===== config.mk =====
export PLATFORM = sky130hd
export DESIGN_NAME = shift_deser
export DESIGN_NICKNAME = d
export VERILOG_FILES = /design/src/rtl/shift_deser.sv
export SDC_FILE = /design/constraint.sdc
export NUM_CORES = 1
export LEC_CHECK = 0
export ABC_AREA = 1
export CAP_MARGIN = 0
export CORE_UTILIZATION = 51
export DETAILED_ROUTE_END_ITERATION = 6
export PLACE_DENSITY = 0.75
export SYNTH_ARGS = -nofsm -noshare
export SYNTH_HDL_FRONTEND = slang
export SYNTH_SLANG_ARGS = --single-unit

===== constraint.sdc =====
create_clock -name clk -period 2.1 [get_ports clk]
set_clock_uncertainty 0.15 [all_clocks]
set_input_delay 0.42 -clock clk [delete_from_list [all_inputs] [get_ports clk]]
set_output_delay 0.42 -clock clk [all_outputs]
set_load 0.03 [all_outputs]

===== src/rtl/shift_deser.sv =====
// Serial-to-parallel receiver: start-bit framing, MSB-first assembly, 2-entry output FIFO.
// Optional per-word even-parity check enabled by defining SHIFT_DESER_PARITY_EN.
module shift_deser #(
  parameter int unsigned WIDTH = 4
) (
  input  logic             clk,
  input  logic             reset,
  input  logic             bit_valid,
  input  logic             serial_in,
  input  logic             clr_ovf,
  input  logic             data_ready,
  output logic [WIDTH-1:0] data_out,
  output logic             data_valid,
  output logic             busy,
  output logic             overflow
`ifdef SHIFT_DESER_PARITY_EN
  ,
  output logic             data_perr
`endif
);

  localparam int unsigned CW = $clog2(WIDTH + 1);

  typedef enum logic [1:0] {
    IDLE = 2'd0,
    DATA = 2'd1
`ifdef SHIFT_DESER_PARITY_EN
    ,
    PAR  = 2'd2
`endif
  } state_t;

  state_t           state, state_next;
  logic [CW-1:0]    cnt, cnt_next;
  logic [WIDTH-1:0] sreg, sreg_next;
  logic [WIDTH-1:0] shifted;
  logic             push;
  logic [WIDTH-1:0] push_word;
  logic             push_perr;

  logic [WIDTH-1:0] mem [2];
  logic             perr_mem [2];
  logic             wr_ptr, rd_ptr;
  logic [1:0]       count;
  logic             pop, full, accept, drop;

  assign shifted = {sreg[WIDTH-2:0], serial_in};

  always_ff @(posedge clk) begin
    if (reset) begin
      state <= IDLE;
      cnt   <= '0;
      sreg  <= '0;
    end else begin
      state <= state_next;
      cnt   <= cnt_next;
      sreg  <= sreg_next;
    end
  end

  always_comb begin
    state_next = state;
    cnt_next   = cnt;
    sreg_next  = sreg;
    push       = 1'b0;
    push_word  = '0;
    push_perr  = 1'b0;
    if (bit_valid) begin
      unique case (state)
        IDLE: begin
          if (serial_in) begin
            state_next = DATA;
            cnt_next   = '0;
          end
        end
        DATA: begin
          sreg_next = shifted;
          cnt_next  = cnt + CW'(1);
          if (cnt == CW'(WIDTH - 1)) begin
`ifdef SHIFT_DESER_PARITY_EN
            state_next = PAR;
`else
            state_next = IDLE;
            push       = 1'b1;
            push_word  = shifted;
`endif
          end
        end
`ifdef SHIFT_DESER_PARITY_EN
        PAR: begin
          state_next = IDLE;
          push       = 1'b1;
          push_word  = sreg;
          push_perr  = (^sreg) ^ serial_in;
        end
`endif
        default: state_next = IDLE;
      endcase
    end
  end

  // A push into a full buffer survives only if the head is popped on the same edge.
  assign data_valid = (count != 2'd0);
  assign full       = (count == 2'd2);
  assign pop        = data_valid && data_ready;
  assign accept     = push && (!full || pop);
  assign drop       = push && full && !pop;

  always_ff @(posedge clk) begin
    if (reset) begin
      wr_ptr      <= 1'b0;
      rd_ptr      <= 1'b0;
      count       <= 2'd0;
      overflow    <= 1'b0;
      mem[0]      <= '0;
      mem[1]      <= '0;
      perr_mem[0] <= 1'b0;
      perr_mem[1] <= 1'b0;
    end else begin
      if (accept) begin
        mem[wr_ptr]      <= push_word;
        perr_mem[wr_ptr] <= push_perr;
        wr_ptr           <= ~wr_ptr;
      end
      if (pop) rd_ptr <= ~rd_ptr;
      unique case ({accept, pop})
        2'b10:   count <= count + 2'd1;
        2'b01:   count <= count - 2'd1;
        default: count <= count;
      endcase
      if (clr_ovf)   overflow <= 1'b0;
      else if (drop) overflow <= 1'b1;
    end
  end

  assign data_out = data_valid ? mem[rd_ptr] : '0;
  assign busy     = (state != IDLE);

`ifdef SHIFT_DESER_PARITY_EN
  assign data_perr = data_valid ? perr_mem[rd_ptr] : 1'b0;
`else
  logic unused_perr;
  assign unused_perr = push_perr ^ perr_mem[0] ^ perr_mem[1];
`endif

endmodule


Word level (Yosys, flattened, before mapping):

Memory sizes are Yosys's and may differ from the RTL's. A register that Yosys moved wholly into a read port is not among the register bits.
Cells that the tools add are included.

* $add $sub $neg: 3
* $mul: 0
* div/mod/pow operators: 0
* order comparisons: 0
* eq/ne operators: 7
* shift operators: 0
* muxes and demuxes: 23
* bitwise operators: 2
* reductions and logical operators: 17

Operators with widths (number)
* $mux 4: 5
* $mux 1: 12
* $pmux 2 s2: 2
* $reduce_bool 2->1: 4
* $pmux 3 s2: 1
* $reduce_and 3->1: 2
* $eq 2x1->1 const B: 2
* $eq 2x2->1 const B: 2
* $logic_and 1x1->1: 4
* $mux 2: 2
* $ne 2x2->1 const B: 2
* $reduce_or 4->1: 1
* $add 3x1->3 const B: 1
* $eq 3x2->1 const B: 1
* $mux 3: 1
* $add 2x1->2 const B: 1
* $logic_not 1->1: 2
* $logic_not 2->1: 1
* $not 1->1: 2
* $reduce_and 2->1: 1
* $reduce_or 2->1: 1
* $sub 2x1->2 const B: 1
* $logic_or 1x1->1: 1

* bits in registers: 13
* bits in latches: 0
* RAM bits: 8
* ROM bits: 0
* input port bits: 6
* output and inout bits: 7
* logic and storage cells: 60
* memories: 1

Memories
* mem: depth 2, width 4, read ports 1, clocked after memory_dff 1, write ports 2, RTL line 41 `logic [WIDTH-1:0] mem [2];`

Depth between registers and ports, before layout:

Gate-level depths: netlist (run 1).

* depth in word-level cells: 10
* gate-level depth with buffers: 11
* depth with buffers taken out: 11

Worst setup path before layout (run 1):

No wires, ideal clock.

* path type: register to register
* start: register state[0]
* end: register count[1]
* setup time: 64 ps
* arrival: 1580 ps
* required time: 1886 ps
* path slack: 307 ps
* cell stages (with the launch flop): 10
* period minus slack after synthesis: 1793 ps
* path through: dfxtp_1 > nand2_2 > nor2_8 > nand2_1 > ha_1 > inv_1 > nand2_1 > nor2_1 > nor2_1 > nor2_1

* longest elaborated chain between the ends: 6

RTL lines
* start, declared: RTL line 33 `state_t state, state_next;`
* start signal, assigned: RTL line 55 `state <= state_next;`
* $eq 2x1->1 *: RTL line 69 `unique case (state)`
* $mux 1 *: RTL line 69
* $mux 1 *: RTL line 68 `if (bit_valid) begin`
* $logic_and 1x1->1 *: RTL line 106 `assign accept = push && (!full || pop);`
* $eq 2x1->1 / $eq 2x2->1 (equally long branches): RTL line 126 `unique case ({accept, pop})`
* $pmux 2 s2 / $reduce_bool 2->1 (equally long branches)
* end signal, assigned: RTL line 127 `2'b10: count <= count + 2'd1;`
* end signal, assigned: RTL line 128 `2'b01: count <= count - 2'd1;`
* end signal, assigned: RTL line 129 `default: count <= count;`
* end, declared: RTL line 44 `logic [1:0] count;`

Mark *: on every way between the ends. The rest lies on a longest branch, timed or not.
A chain may end at the register's enable or synchronous reset.

Worst setup path after layout (run 1):

* start: register count[0]
* end: output data_out[1]

* longest elaborated chain between the ends: 2

RTL lines
* $reduce_bool 2->1: RTL line 103 `assign data_valid = (count != 2'd0);`
* $mux 4: RTL line 136 `assign data_out = data_valid ? mem[rd_ptr] : '0;`
* end, declared: RTL line 12 `output logic [WIDTH-1:0] data_out,`

No other way between the ends.

==> results_dict.tcl, run 1 <==
set metrics [dict create \
    p_sw_frac 0.237 \
    holdPathEnd "overflow" \
    status "finished, final reports clean" \
    clock-root-buffer "clkbuf_4" \
    route.detailed.drc 0 \
    rr_endpoint "count[1]" \
    final_cells 164 \
    grt_overflow 0 \
    arrival_ps 1450 \
    area_growth_pct 23.3 \
    seq_area_frac_synth 0.501 \
    drtAntennaViolNets 0 \
    synth.avg_cell_area_sq_um 8.68 \
    ios 13 \
    grt_max_degree 13 \
    p_clk_frac 0.295 \
    synthSimpleGateAreaFrac 0.312 \
    tritoncts "yes" \
    fin_crit_ps 2020 \
    fin_crit_sh 0.960 \
    syn_nets 124 \
    numCtsBuffers 3 \
    insertion_delay_ps 310 \
    max_freq_mhz 496 \
    vias 816 \
    synth_compound_area_frac 0.0852 \
    antenna_found_initial 0 \
    hold_violations 0 \
    crit_required_ps 1530 \
    finalPower_mw 0.687 \
    min_delay_path_depth 2 \
    die_w_um 46.2 \
    synth.area.mux_share 0 \
    timing.rr.start "cnt[0]" \
    rsz0062_at_grt "no" \
    netlist_instances 115 \
    sequentialPowerShare 0.637 \
    io_buffers 12 \
    synth_xor_area_frac 0 \
    slew_headroom 0.755 \
    rows 15 \
    ys_warn_count 0 \
    diodes 0 \
    p_int_mw 0.524 \
    critPathKind "register to primary output" \
    htree_levels 1 \
    cts_setup_buffers 0 \
    drive_gt1_frac 0.158 \
    cp_cell_sequence "nor2_4 > a21oi_1 > dlygate4sd2_1" \
    dr.pass1.iters 4 \
    irDropWorstVdd_v 0.000433 \
    crit_path_max_incr_delay_ps 490 \
    vias_per_cell 4.98 \
    fin_nets 149 \
    gp_congestion 0.842 \
    grt_pass1_wl_um 2790 \
    finalSetupViolCount 0 \
    dp.cells 160 \
    synth_top_family_by_area "simple AND/OR/NAND/NOR gates" \
    rr_worst_depth 11 \
    grt_use_total 0.189 \
    crit_fanout 6 \
    initialDrtViolationCount 9 \
    wl_per_cell_um 10.6 \
    nFillCells 157 \
    ys_seq_elements 21 \
    regToRegSetupSlack_ps 240 \
    end_kind "primary output" \
    p_per_area_nw_per_um2 558 \
    grt_pass1_vias 709 \
    min_path_type "register to register" \
    cp-start-kind "register" \
    cts_sinks 21 \
    min_from "overflow" \
    coreArea_sq_um 1780 \
    synth_cell_type_count 20 \
    clock_path_buffers 2 \
    hpwl_um 1400 \
    wirelength_um 1740 \
    start_util 0.560 \
    synthAdderAreaFrac 0.0376 \
    switchingPower_mw 0.163 \
    p_comb_frac 0.068 \
    final_max_slew_viol_count 0 \
    drv_cap 0 \
    dieArea_sq_um 2140 \
    die_h_um 46.2 \
    leakage_nw 0.513 \
    tightest_slew_ps 367 \
    syn-cell-area_sq_um 998 \
    clk_pin_slew_ps 120 \
    crit_slowest_cell "dfxtp_1" \
    final.setup.tns_ps 0 \
]
## worst max path at each step
stage | slack, ps | from | to | cells after the start
floorplan | 310 | state[0] | count[1] | 9
global placement | 80 | bit_valid | count[1] | 10
detailed placement | -2 | bit_valid | count[1] | 10
CTS | 90 | count[0] | data_out[1] | 3
global route | 10 | count[0] | data_out[1] | 3
finish | 80 | count[0] | data_out[1] | 3
## state kept, by name, summed over array words and instances (netlist names), named ones only
| signal | cells |
|---|---|
| count | 2 |
| mem | 8 |
| state | 1 |
| rd_ptr | 1 |
| overflow | 1 |
| cnt | 3 |
| sreg | 3 |
| wr_ptr | 1 |
## per-layer routing
metal | vias up | part of all wire | global-route usage
met5 | - | 0 | 0
li1 | 422 | - | -
met1 | 370 | 0.41 | 0.198
met4 | 0 | 0.021 | 0.106
met3 | 5 | 0.036 | 0.0353
met2 | 19 | 0.54 | 0.349
## cell usage after synthesis
cell type / instances / area, sq um
dfxtp_1: 13 / 260
nand2_2: 1 / 6.26
nand4_4: 2 / 42.5
inv_2: 1 / 3.75
or2_1: 1 / 6.26
nor2_4: 2 / 22.5
nor2_8: 1 / 20.0
nand3_4: 1 / 17.5
ha_1: 3 / 37.5
nor2_1: 20 / 75.1
o21ai_0: 6 / 30.0
nand3_1: 2 / 10.0
buf_4: 1 / 7.51
a21oi_1: 11 / 55.1
inv_1: 14 / 52.6
nand4_1: 1 / 6.26
or2_2: 1 / 6.26
nor3_1: 1 / 5.00
nand2_1: 25 / 93.8
edfxtp_1: 8 / 240
## layout by cell type (no fill, tap or decap)
cell / netlist / final
nand2_1: 25 / 25
nand3_1: 2 / 2
buf_4: 1 / 9
nor2_4: 2 / 2
clkbuf_4: 0 / 3
inv_1: 14 / 14
nand4_1: 1 / 1
inv_2: 1 / 1
clkdlybuf4s50_1: 0 / 7
a21oi_1: 11 / 11
or2_2: 1 / 1
nand3_4: 1 / 1
or2_1: 1 / 1
nor2_8: 1 / 1
nand4_4: 2 / 2
ha_1: 3 / 3
nand2_2: 1 / 1
dlygate4sd2_1: 0 / 5
nor3_1: 1 / 1
o21ai_0: 6 / 6
edfxtp_1: 8 / 8
dfxtp_1: 13 / 13
clkinv_2: 0 / 1
nor2_1: 20 / 20
## worst max-delay path, delay by kind of cell, from the launching register on
kind                   cells  cell delay [ps]
buffers and inverters      1              410
AOI/OAI and AO/OA          1              140
DFF                        1              490
and+or+nand+nor            1              100
## per-stage QoR
| stage | setup WS, ps | util | cell area (sq um) | hold slack (ps) |
|---|---|---|---|---|
| 2_1_floorplan | 307 | - | 998 | 285 |
| 3_3_place_gp | 83.3 | 0.679 | 1210 | 285 |
| 4_1_cts | 86.6 | 0.691 | 1230 | 313 |
| 5_1_grt | 9.68 | 0.691 | 1230 | 335 |
| 6_report | 83.8 | 0.691 | 1230 | 310 |
| 3_5_place_dp | -2.46 | 0.679 | 1210 | 296 |
## power groups by stage
stage	sequential, mW	clock [mW]	combinational (mW)
after floorplan	0.448	0	0.0233
after global placement	0.446	0	0.0457
after detailed placement	0.447	0	0.0475
after CTS	0.437	0.198	0.0477
after global routing	0.438	0.212	0.0523
final	0.437	0.203	0.0471
## layout make-up
type                            instances  area, sq um  area share
Sequential cell                        21          500       0.407
Multi-Input combinational cell         78          434       0.353
Timing Repair Buffer                   21          181       0.147
Inverter                               15         56.3      0.0457
Tap cell                               25         31.3      0.0254
Clock buffer                            3         22.5      0.0183
Clock inverter                          1         5.00     0.00407
## cells by family after synthesis
logic type               Yosys count
buffers and inverters             16
AND/OR/NAND/NOR                   58
adder cells (fa/ha/maj)            3
AO/OA/AOI/OAI                     17
flip-flops                        21
## timing repair
item / in CTS / in global routing
hold buffers: 0 / 0
endpoints found under the setup margin: 5 / 0
gates resized for setup: 5 / 0
No activity file was read; power rests on OpenSTA's default activity.
==> run 2: changes to the inputs <==
--- a/config.mk
+++ b/config.mk
@@ -9,6 +9,7 @@
 export CAP_MARGIN = 0
 export CORE_UTILIZATION = 51
 export DETAILED_ROUTE_END_ITERATION = 6
+export MAX_ROUTING_LAYER = met4
 export PLACE_DENSITY = 0.75
 export SYNTH_ARGS = -nofsm -noshare
 export SYNTH_HDL_FRONTEND = slang
==> run 2 against run 1 <==
  * Sequential share of layout area unchanged
  * Final cell count unchanged
  * First-iteration DRC count did not move
  * Routed wire length about the same
  * Via count is the same
  * Critical path type unchanged
  * Critical endpoint unchanged
  * Largest cell class unchanged
  * Largest power group unchanged
==> results_dict.tcl, run 2 (same netlist as run 1, synthesis figures left out) <==
set metrics [dict create \
    tritoncts "yes" \
    drive_gt1_frac 0.158 \
    fin_area_sq_um 1230 \
    max_freq_mhz 496 \
    rsz0062_at_grt "no" \
    htree_levels 1 \
    dr.pass1.iters 4 \
    status "finished, final reports clean" \
    insertion_delay_ps 310 \
    numCtsBuffers 3 \
    largest_register "mem" \
    crit_fanout 6 \
    path_buf_inv 1 \
    final_cell_mix "25 x nand2_1, 20 x nor2_1, 14 x inv_1" \
    min_path_type "register to register" \
    finalSetupViolCount 0 \
    irDropWorstVdd_v 0.000433 \
    diodes 0 \
    grt_use_total 0.195 \
    grt_overflow 0 \
    tightest_slew_ps 369 \
    ios 13 \
    fin_crit_sh 0.960 \
    vias_per_cell 4.98 \
    start_util 0.560 \
    coreArea_sq_um 1780 \
    antenna_found_initial 0 \
    slew_headroom 0.754 \
    place_area_sq_um 1210 \
    clk_pin_slew_ps 120 \
    grt_max_degree 13 \
    grtUsageMet2 0.349 \
    die_w_um 46.2 \
    rows 15 \
    grtUsageMet3 0.0353 \
    rr_endpoint "count[1]" \
    route.detailed.drc 0 \
    grt_pass1_vias 710 \
    drtAntennaViolNets 0 \
    hold_violations 0 \
    globalRouteMet1Util 0.198 \
    final_common_cell "nand2_1" \
    cp_top_family "flip-flops" \
    cp_cell_sequence "nor2_4 > a21oi_1 > dlygate4sd2_1" \
    final_cells 164 \
    arrival_ps 1450 \
    critPathKind "register to primary output" \
    crit_required_ps 1530 \
    top_usage_layer "met2" \
    clock-root-buffer "clkbuf_4" \
    regToRegSetupSlack_ps 240 \
    fin_nets 149 \
    cts_setup_buffers 0 \
    min_delay_path_depth 2 \
    crit_path_max_incr_delay_ps 490 \
    cts_resized 5 \
    initialDrtViolationCount 9 \
    hpwl_um 1400 \
    die_h_um 46.2 \
    grt_pass1_wl_um 2790 \
    cts_sinks 21 \
    clock_path_buffers 2 \
    dieArea_sq_um 2140 \
    cts_hold_buf 0 \
    min_from "overflow" \
    area_growth_pct 23.3 \
    gp_congestion 0.855 \
    dp.cells 160 \
    end_kind "primary output" \
    rr_worst_depth 11 \
    wirelength_um 1740 \
    reg.largest.list "mem (8), cnt (3), sreg (3)" \
    p_per_area_nw_per_um2 558 \
    io_buffers 12 \
    crit_slowest_cell "dfxtp_1" \
    leakage_nw 0.513 \
    fin_crit_ps 2020 \
    vias 816 \
    final_max_slew_viol_count 0 \
    drv_cap 0 \
    final.setup.tns_ps 0 \
    holdPathEnd "overflow" \
    hold_slack_ps 310 \
    cp-start-kind "register" \
    largest_register_ffs 8 \
    timing.rr.start "cnt[0]" \
    wl_per_cell_um 10.6 \
]
==> run 2: cell type report <==
type	count	area [sq um]
fill	157	552
sequential	21	500
clock inverter	1	5.00
timing repair buffer	21	181
inverter	15	56.3
clock buffer	3	22.5
tap	25	31.3
multi-input combinational	78	434
==> run 2: worst register-to-register path: cells and delay by family, from the launching register on <==
family	cells	cell delay, ps
AND/OR/NAND/NOR	6	470
flip-flops	1	350
buffers and inverters	2	240
adder cells (fa/ha/maj)	3	620
==> run 2: routing by layer <==
layer	share of wire	wire length, um
met5	0	0
met4	0.022	38
met3	0.037	64
met2	0.53	927
met1	0.41	706
==> run 2: worst max-delay path by stage <==
stage | startpoint | to | cells after the start
floorplan | state[0] | count[1] | 9
global placement | bit_valid | count[1] | 10
CTS | count[0] | data_out[1] | 3
detailed placement | bit_valid | count[1] | 10
finish | count[0] | data_out[1] | 3
global route | count[0] | data_out[1] | 3
==> run 2: power by group <==
part | internal [mW] | total [mW] | switching (mW)
registers | 0.432 | 0.437 | 0.00519
logic | 0.0209 | 0.0471 | 0.0262
clock network | 0.0712 | 0.203 | 0.132
total | 0.524 | 0.687 | 0.163
==> run 2: per-stage QoR <==
step                total power [mW]  setup slack [ps]   util
floorplan                      0.471               307      -
global placement               0.492              83.3  0.679
detailed placement             0.494             -2.46  0.679
CTS                            0.683              86.6  0.691
global route                   0.703              9.68  0.691
finish                         0.687              83.3  0.691
==> run 3: changes to the inputs <==
--- a/config.mk
+++ b/config.mk
@@ -6,7 +6,9 @@
 export NUM_CORES = 1
 export LEC_CHECK = 0
 export ABC_AREA = 1
+export ABC_CLOCK_PERIOD_IN_PS = 2100
 export CAP_MARGIN = 0
+export CORE_MARGIN = 2
 export CORE_UTILIZATION = 51
 export DETAILED_ROUTE_END_ITERATION = 6
 export MAX_ROUTING_LAYER = met4
==> run 3 against run 2 <==
  * Cell area grew 0.81%
  * Via count shrank 1.3%
  * Worst hold slack gained 8.2 ps
  * First-iteration DRC count grew 120%
  * Die area grew 8.8%
  * Power shrank 0.52%
  * Largest cell class unchanged
==> results_dict.tcl, run 3 (same netlist as run 1, synthesis figures left out) <==
set metrics [dict create \
    start_util 0.525 \
    timing.rr.start "cnt[0]" \
    final_common_cell "nand2_1" \
    postLayoutCoreUtil 0.653 \
    min_delay_path_depth 2 \
    vias 805 \
    clock-root-buffer "clkbuf_4" \
    largest_register_ffs 8 \
    io_buffers 12 \
    crit_fanout 6 \
    final_cell_mix "25 x nand2_1, 20 x nor2_1, 14 x inv_1" \
    cp-start-kind "register" \
    wl_per_cell_um 11.0 \
    diodes 0 \
    cts_sinks 21 \
    rr_worst_depth 11 \
    min_path_type "register to register" \
    final_max_slew_viol_count 0 \
    finalSetupViolCount 0 \
    grt_pass1_vias 699 \
    numCtsBuffers 3 \
    arrival_ps 1450 \
    die_h_um 48.2 \
    insertion_delay_ps 310 \
    reg.largest.list "mem (8), cnt (3), sreg (3)" \
    rr_endpoint "count[1]" \
    hpwl_um 1510 \
    max_freq_mhz 496 \
    antenna_found_initial 0 \
    fin_area_sq_um 1240 \
    largest_register "mem" \
    coreArea_sq_um 1900 \
    place_area_sq_um 1220 \
    rows 16 \
    fin_crit_sh 0.960 \
    hold_violations 0 \
    initialDrtViolationCount 20 \
    ios 13 \
    fin_nets 150 \
    min_from "overflow" \
    tightest_slew_ps 339 \
    drtAntennaViolNets 0 \
    htree_levels 1 \
    drv_cap 0 \
    wirelength_um 1840 \
    regToRegSetupSlack_ps 280 \
    fin_crit_ps 2020 \
    leakage_nw 0.518 \
    route.detailed.drc 0 \
    crit_required_ps 1530 \
    tritoncts "yes" \
    status "finished, final reports clean" \
    holdPathEnd "overflow" \
    final.setup.tns_ps 0 \
    clk_pin_slew_ps 110 \
    end_kind "primary output" \
    irDropWorstVdd_v 0.000313 \
    vias_per_cell 4.82 \
    grt_overflow 0 \
    gp_congestion 0.805 \
    dieArea_sq_um 2330 \
    dr.pass1.iters 4 \
    grt_pass1_wl_um 2810 \
    rsz0062_at_grt "no" \
    grt_use_total 0.183 \
    drive_gt1_frac 0.164 \
    area_growth_pct 24.3 \
    slew_headroom 0.774 \
    die_w_um 48.2 \
    p_per_area_nw_per_um2 551 \
    clock_path_buffers 2 \
    critPathKind "register to primary output" \
    grt_max_degree 13 \
]
## run 3: cell types whose count changed in the layout (fill, tap and decap cells not counted)
cell / delta
buf_4: +1
## run 3: what timing repair did
action | in CTS | in global routing
endpoints found under the hold margin | 0 | 0
setup endpoints to repair | 5 | 0
hold buffers | 0 | 0
setup buffers | 0 | 0
resized for setup | 5 | 0
## run 3: worst max-delay path by stage
stage               startpoint  cells after the start  slack [ps]     endpoint
floorplan             state[0]                      9         310     count[1]
global placement     bit_valid                     10          90     count[1]
detailed placement   bit_valid                     10          30     count[1]
CTS                   count[0]                      3          80  data_out[1]
global route          count[0]                      3           2  data_out[2]
finish                count[0]                      3          80  data_out[1]
## run 3: critical path, cell delays in order, from the launching register on
cell	delay (ps)
dfxtp_1	480
nor2_4	100
a21oi_1	140
dlygate4sd2_1	410
## run 3: layer usage
metal	up-vias	part of all wire	routed length (um)	GRT usage
li1	422	-	-	-
met5	-	0	0	-
met1	362	0.40	737	0.201
met3	4	0.033	61	0.0111
met2	17	0.55	1020	0.334
met4	0	0.013	23	0.0811
## run 3: power breakdown
group / internal (mW) / leakage [nW] / total [mW] / switching [mW]
registers: 0.432 / 0.188 / 0.438 / 0.00548
logic: 0.0220 / 0.312 / 0.0484 / 0.0264
clock network: 0.0712 / 0.0177 / 0.198 / 0.126
total: 0.525 / 0.518 / 0.684 / 0.158
## run 3: final cells by class
class                      count  area, sq um
fill                         167          661
sequential                    21          500
clock inverter                 1         5.00
timing repair buffer          22          189
clock buffer                   3         22.5
multi-input combinational     78          434
inverter                      15         56.3
tap                           27         33.8
## run 3: metrics by stage
step	setup slack, ps	hold slack [ps]	instances	total power [mW]
2_1_floorplan	307	285	115	0.471
3_3_place_gp	88.1	283	163	0.493
3_5_place_dp	25.6	310	163	0.496
4_1_cts	75.4	327	167	0.686
5_1_grt	2.22	344	167	0.708
6_report	83.3	318	167	0.684
